[src/rtl/binario_a_bcd_2dig.sv]
// Sequential binary-to-BCD converter (double dabble, one bit per clock) for
// up to two decimal digits plus a hundreds bit, with threshold/range flags.
module binario_a_bcd_2dig #(
    parameter int unsigned ANCHO  = 7,
    parameter int unsigned UMBRAL = 63,
    parameter int unsigned LIMITE = 99
) (
    input  logic             clk,
    input  logic             reset,
    input  logic             inicio,
    input  logic [ANCHO-1:0] valor,
    output logic             ocupado,
    output logic             valido,
    output logic             centenas,
    output logic [3:0]       decenas,
    output logic [3:0]       unidades,
    output logic             mayor_umbral,
    output logic             fuera_rango
);

    typedef enum logic {REPOSO, DESPLAZA} estado_t;

    localparam int unsigned    CW     = $clog2(ANCHO);
    localparam logic [CW-1:0]  ULTIMO = CW'(ANCHO - 1);

    estado_t          estado_q, estado_d;
    logic [ANCHO-1:0] sr_q, sr_d;
    logic [CW-1:0]    cnt_q, cnt_d;
    logic             acc_c_q, acc_c_d;
    logic [3:0]       acc_d_q, acc_d_d;
    logic [3:0]       acc_u_q, acc_u_d;
    logic             hold_mu_q, hold_mu_d;
    logic             hold_fr_q, hold_fr_d;
    logic             centenas_q, centenas_d;
    logic [3:0]       decenas_q, decenas_d;
    logic [3:0]       unidades_q, unidades_d;
    logic             mayor_q, mayor_d;
    logic             fuera_q, fuera_d;
    logic             valido_q, valido_d;

    logic [3:0] u_aj, d_aj;
    logic [3:0] sh_u, sh_d;
    logic       sh_c;

    // Add-3 correction precedes the shift; hundreds takes only the tens carry.
    always_comb begin
        u_aj = (acc_u_q >= 4'd5) ? acc_u_q + 4'd3 : acc_u_q;
        d_aj = (acc_d_q >= 4'd5) ? acc_d_q + 4'd3 : acc_d_q;
        sh_u = {u_aj[2:0], sr_q[ANCHO-1]};
        sh_d = {d_aj[2:0], u_aj[3]};
        sh_c = d_aj[3];
    end

    always_comb begin
        estado_d   = estado_q;
        sr_d       = sr_q;
        cnt_d      = cnt_q;
        acc_c_d    = acc_c_q;
        acc_d_d    = acc_d_q;
        acc_u_d    = acc_u_q;
        hold_mu_d  = hold_mu_q;
        hold_fr_d  = hold_fr_q;
        centenas_d = centenas_q;
        decenas_d  = decenas_q;
        unidades_d = unidades_q;
        mayor_d    = mayor_q;
        fuera_d    = fuera_q;
        valido_d   = 1'b0;
        unique case (estado_q)
            REPOSO: begin
                if (inicio) begin
                    sr_d      = valor;
                    acc_c_d   = 1'b0;
                    acc_d_d   = 4'd0;
                    acc_u_d   = 4'd0;
                    hold_mu_d = 32'(valor) > UMBRAL;
                    hold_fr_d = 32'(valor) > LIMITE;
                    cnt_d     = '0;
                    estado_d  = DESPLAZA;
                end
            end
            DESPLAZA: begin
                sr_d    = {sr_q[ANCHO-2:0], 1'b0};
                acc_u_d = sh_u;
                acc_d_d = sh_d;
                acc_c_d = sh_c;
                cnt_d   = cnt_q + 1'b1;
                if (cnt_q == ULTIMO) begin
                    estado_d   = REPOSO;
                    centenas_d = sh_c;
                    decenas_d  = sh_d;
                    unidades_d = sh_u;
                    mayor_d    = hold_mu_q;
                    fuera_d    = hold_fr_q;
                    valido_d   = 1'b1;
                end
            end
            default: estado_d = REPOSO;
        endcase
    end

    always_ff @(posedge clk) begin
        if (reset) begin
            estado_q   <= REPOSO;
            sr_q       <= '0;
            cnt_q      <= '0;
            acc_c_q    <= 1'b0;
            acc_d_q    <= 4'd0;
            acc_u_q    <= 4'd0;
            hold_mu_q  <= 1'b0;
            hold_fr_q  <= 1'b0;
            centenas_q <= 1'b0;
            decenas_q  <= 4'd0;
            unidades_q <= 4'd0;
            mayor_q    <= 1'b0;
            fuera_q    <= 1'b0;
            valido_q   <= 1'b0;
        end else begin
            estado_q   <= estado_d;
            sr_q       <= sr_d;
            cnt_q      <= cnt_d;
            acc_c_q    <= acc_c_d;
            acc_d_q    <= acc_d_d;
            acc_u_q    <= acc_u_d;
            hold_mu_q  <= hold_mu_d;
            hold_fr_q  <= hold_fr_d;
            centenas_q <= centenas_d;
            decenas_q  <= decenas_d;
            unidades_q <= unidades_d;
            mayor_q    <= mayor_d;
            fuera_q    <= fuera_d;
            valido_q   <= valido_d;
        end
    end

    assign ocupado      = (estado_q == DESPLAZA);
    assign valido       = valido_q;
    assign centenas     = centenas_q;
    assign decenas      = decenas_q;
    assign unidades     = unidades_q;
    assign mayor_umbral = mayor_q;
    assign fuera_rango  = fuera_q;

endmodule

[config.mk]
export PLATFORM = sky130hd
export DESIGN_NAME = binario_a_bcd_2dig
export DESIGN_NICKNAME = d
export VERILOG_FILES = /design/src/rtl/binario_a_bcd_2dig.sv
export SDC_FILE = /design/constraint.sdc
export NUM_CORES = 1
export LEC_CHECK = 0
export BUFFER_PORTS_ARGS = -buffer_cell sky130_fd_sc_hd__buf_2
export CAP_MARGIN = 20
export CORE_MARGIN = 2
export CORE_UTILIZATION = 55
export DETAILED_ROUTE_END_ITERATION = 6
export PLACE_DENSITY = 0.82
export SYNTH_ARGS = -nofsm -noshare
export SYNTH_HDL_FRONTEND = slang
export SYNTH_SLANG_ARGS = --single-unit
[constraint.sdc]
create_clock -name clk -period 2.05 [get_ports clk]
set_input_delay 0.3075 -clock clk [delete_from_list [all_inputs] [get_ports clk]]
set_output_delay 0.3075 -clock clk [all_outputs]
set_load 0.01 [all_outputs]
# Yosys cells after proc, flatten, opt, wreduce, memory -nomap -nowiden
# Cells that the tools add are included.
op_classes:
  muxes: 13
  n_reduce_logical: 3
  magnitude_cmp: 4
  add_sub_neg: 3
  n_eq_ne: 2
  bitwise: 1
op_table:
  columns: ["op", "count"]
  rows:
  - ["$pmux W4 S2", 2]
  - ["$pmux W7 S2", 1]
  - ["$mux W4", 3]
  - ["$add A4 B2 Y4 const B", 2]
  - ["$ge A4 B3 Y1 const B", 2]
  - ["$gt A7 B6 Y1 const B", 1]
  - ["$gt A7 B7 Y1 const B", 1]
  - ["$mux W7", 1]
  - ["$pmux W3 S2", 1]
  - ["$reduce_and A2 Y1", 2]
  - ["$add A3 B1 Y3 const B", 1]
  - ["$eq A3 B3 Y1 const B", 1]
  - ["$mux W1", 3]
  - ["$mux W3", 1]
  - ["$ne A2 B2 Y1 const B", 1]
  - ["$pmux W1 S2", 1]
  - ["$reduce_or A2 Y1", 1]
  - ["$not A1 Y1", 1]
word_totals:
  reg_bits: 33
  output_inout_bits: 13
  word_cells: 39
  in_bits: 10

# Logic depth before layout (Yosys ltp)
depth:
  word_depth: 3
  depth_mapped: 6

# Least setup slack after synthesis
# OpenSTA, ideal clock, no wires.
synth_timing:
  path_type: "reg-to-reg"
  startpoint: "register acc_d_q[0]"
  endpoint: "register decenas_q[2] (netlist: decenas[2])"
  synth_period_minus_slack_ns: 1.445
  required_ns: 1.982
  path_buffers: 0
  setup_ns: 0.068
  path_slack_ns: 0.605
  arrival_time_ns: 1.377
  stages_incl_launch_ff: 7
  cell_sequence: "dfxtp_1 inv_1 ha_1 nand2b_1 a21oi_4 mux2_4 o21ai_2"
synth_via:
  elab_chain_cells: 2
  elab_cells_between_ends: 3
  classes_between: "add/sub: 1; order compare: 1; mux: 1"
synth_lines:
  columns: ["element", "line_no", "source"]
  rows:
  - ["start: declaration", "30", "logic [3:0] acc_d_q, acc_d_d;"]
  - ["start signal: assignment", "108", "acc_d_q <= 4'd0;"]
  - ["start signal: assignment", "123", "acc_d_q <= acc_d_d;"]
  - ["$add A4 B2 Y4 or $ge A4 B3 Y1 (tied branches)", "48", "d_aj = (acc_d_q >= 4'd5) ? acc_d_q + 4'd3 : acc_d_q;"]
  - ["$mux W4 (*)", "48", null]
  - ["end signal: assignment", "128", "decenas_q <= decenas_d;"]
  - ["end: declaration", "35", "logic [3:0] decenas_q, decenas_d;"]
# Mark *: on every way between the ends. The rest lies on a longest branch, timed or not.
# A chain may end at the register's enable or synchronous reset.

# Worst setup path in the final report
layout_timing:
  startpoint: "register acc_d_q[0]"
  endpoint: "register acc_d_q[2]"
layout_via:
  elab_chain_cells: 3
  elab_cells_between_ends: 4
  classes_between: "add/sub: 1; order compare: 1; mux: 2"
layout_lines:
  columns: ["element", "line_no", "source"]
  rows:
  - ["$add A4 B2 Y4 or $ge A4 B3 Y1 (tied branches)", "48", null]
  - ["$mux W4 (*)", "48", null]
  - ["$pmux W4 S2 (*)", "69", "unique case (estado_q)"]
# Marks and branches as above.

==> flow_metrics.py <==
metrics = {
    "status": {
        "status": "complete, no violations",
    },
    "sta": {
        "rsz0062_at_grt": "false",
        "drv_slew": 0,
        "layout_min_cycle_time_ns": 1.62,
        "worstMarginPinSlew_ns": 0.430,
        "fmax_ghz": 0.617,
        "hold_viol_final": 0,
        "period_share": 0.791,
        "setup_viol": 0,
        "slew_headroom": 0.713,
        "setup-tns-final_ns": 0,
        "clock-skew-final_ns": 0.0113,
    },
    "floorplan": {
        "row_count": 18,
        "die_area_um2": 3120,
        "fp.coreArea_um2": 2520,
        "die_w_um": 55.9,
        "die_h_um": 55.9,
        "start_util": 0.587,
        "ioPinCount": 23,
    },
    "logic_synthesis": {
        "yosysTopAreaCell": "dfxtp_1",
        "synth_edf_count": 0,
        "syn-num-nets": 175,
        "synth_cells": 159,
        "yosys.cell_count.top_type": "dfxtp_1",
        "ys_types": 36,
        "synth_warnings": 0,
        "netlist.area_leader.share": 0.446,
        "ys_ff_latch": 33,
        "ys_top_cells_by_area": "dfxtp_1 45%, mux2i_1 8.1%, ha_1 5.1%, nor2_1 5.1%, a21oi_1 4.4%",
        "synth_area_um2": 1480,
        "syn_area_per_cell_um2": 9.32,
        "synth_async_sr_flop_share": 0,
        "synthTopCellsByCount": "33 x dfxtp_1, 20 x nor2_1, 13 x a21oi_1, 12 x mux2i_1, 11 x o21ai_0",
        "seq_area_frac_synth": 0.446,
        "synthFlopType": "dfxtp_1",
    },
    "placed_design": {
        "globalplace.congestion": 0.747,
        "dp.final_hpwl_um": 2160,
        "io_buffers": 22,
    },
    "detailed_routing": {
        "via_per_inst": 5.78,
        "ant_nets": 0,
        "drc": 0,
        "drt_wl_total_um": 2960,
        "dr.pass1.iters": 4,
        "detail_route.wl_per_cell_um": 14.0,
        "route.vias.total": 1225,
        "dr.first_iter.drc_count": 27,
    },
    "power_and_ir_drop": {
        "p_leak_nw": 0.703,
        "peakVddDrop_mv": 0.558,
        "cellPowerDensity_nw_per_um2": 684,
        "p_total_mw": 1.13,
        "p_switching_mw": 0.277,
        "pwr-share-seq": 0.589,
        "p_sw_frac": 0.245,
        "power_frac_clock": 0.327,
        "pwr-share-comb": 0.084,
        "internal_power_mw": 0.853,
    },
    "clock_network": {
        "clk_pin_slew_ns": 0.09,
        "cts.sinks": 33,
        "clk_path_buf_depth": 2,
        "htree_levels": 2,
        "cts-hold-fix-buffers": 0,
        "cts_tree": "done",
        "postCtsResizedCells": 0,
        "clock_latency_ns": 0.34,
        "root_buffer": "clkbuf_4",
        "cts_setup_buffers": 0,
        "cts_buffers": 5,
    },
    "global_route": {
        "grt-ovfl-total": 0,
        "antenna_found_initial": 0,
        "grt_pass1_wl_um": 5360,
        "grt_max_degree": 24,
        "grt_pass1_vias": 1275,
        "grtUsageTotal": 0.220,
    },
    "worst_setup_path": {
        "r2r_cells": 6,
        "cp_slowest_stage_delay_ns": 0.36,
        "cp.required_ns": 2.33,
        "critical_path.cell_chain": "inv_1, ha_1, nand2b_1, a21oi_4, mux2_4, o21ai_2",
        "cp_num_cells": 6,
        "path_class": "flop to flop",
        "r2r_end": "acc_d_q[2]",
        "crit_fanout": 5,
        "crit_path_start_kind": "flop",
        "r2r-start": "acc_d_q[0]",
        "crit_buf_inv": 1,
        "cp_top_family": "flip-flops",
        "end_kind": "flop",
        "r2r_slack_ns": 0.43,
        "startpoint": "acc_d_q[0]",
        "crit_slowest_cell": "dfxtp_1",
        "setup.worst_path.end": "acc_d_q[2]",
        "arrival_ns": 1.90,
    },
    "finish": {
        "antenna_cells": 0,
        "multi_input_area_um2": 746,
        "syn_to_final_growth_pct": 11.4,
        "drive_above_1_share": 0.225,
        "seqCellArea_um2": 661,
        "fin_nets": 198,
        "fillerInstances": 225,
    },
    "min_path": {
        "hp-class": "primary input to flop",
    },
    "flow_run": {
        "maxCapViolations": 0,
    },
}
[flip-flops by register name (all words and copies together) (netlist names)]
register / count
hold_fr_q: 1
centenas: 1
fuera_rango: 1
acc_u_q: 4
sr_q: 7
mayor_umbral: 1
hold_mu_q: 1
decenas: 4
cnt_q: 3
acc_d_q: 4
valido: 1
ocupado: 1
unidades: 4
[placed cells by master (no fill, tap or decap), types with 5 or more instances in the layout]
cell type | Yosys | layout
o21ai_0 | 11 | 11
buf_2 | 3 | 22
a21oi_1 | 13 | 13
mux2i_1 | 12 | 12
dfxtp_1 | 33 | 33
inv_1 | 5 | 5
clkbuf_4 | 0 | 5
nor3_1 | 6 | 6
ha_1 | 6 | 6
nor2_1 | 20 | 20
nand2_1 | 8 | 8
[worst register-to-register path, stage by stage, from the launching register on]
cell,delay [ns]
dfxtp_1,0.36
inv_1,0.13
ha_1,0.26
nand2b_1,0.13
a21oi_4,0.24
mux2_4,0.34
o21ai_2,0.11
[per-stage QoR]
step	util	instances	hold WS, ns	setup slack, ns	instance area [um^2]
after floorplan	-	159	0.441	0.605	1480
after global placement	0.632	205	0.430	0.567	1600
after detailed placement	0.632	205	0.437	0.455	1600
after CTS	0.654	212	0.248	0.427	1650
after global routing	0.654	212	0.273	0.320	1650
final	0.654	212	0.251	0.428	1650
[power groups by stage]
stage	sequential [mW]	combinational (mW)	clock [mW]
floorplan	0.677	0.0721	0
global placement	0.679	0.0900	0
detailed placement	0.680	0.0956	0
CTS	0.665	0.0958	0.378
global route	0.667	0.107	0.410
finish	0.665	0.0953	0.369
[worst min path at each step]
stage / to / from / slack, ns / cells past startpoint
2_1_floorplan: mayor_umbral / hold_mu_q / 0.44 / 1
3_3_place_gp: unidades[1] / unidades[1] / 0.43 / 2
3_5_place_dp: decenas[3] / decenas[3] / 0.44 / 2
4_1_cts: hold_mu_q / valor[6] / 0.25 / 3
5_1_grt: hold_mu_q / valor[6] / 0.27 / 3
6_report: hold_mu_q / valor[6] / 0.25 / 3
[kinds of logic after synthesis]
kind of cell | Yosys count | share of synthesized area
AO/OA/AOI/OAI | 39 | 0.175
AND/OR/NAND/NOR | 50 | 0.169
XOR/XNOR | 3 | 0.0177
buffers and inverters | 15 | 0.0507
adder cells (fa/ha/maj) | 6 | 0.0507
multiplexers | 13 | 0.0912
flip-flops | 33 | 0.446
[per-layer routing]
| layer | share of wire | GRT usage | routed length (um) |
|---|---|---|---|
| met5 | 0 | 0 | 0 |
| met4 | 0.027 | 0.0952 | 79 |
| met3 | 0.055 | 0.0744 | 162 |
| met2 | 0.52 | 0.418 | 1550 |
| met1 | 0.39 | 0.213 | 1170 |
[layout make-up]
cell class	count	share of cell area
clock buffer	7	0.0334
inverter	7	0.0159
multi-input combinational	111	0.452
sequential	33	0.400
tap	30	0.0227
timing repair buffer	24	0.0758
Note: power is estimated with default switching activity, not from simulation.
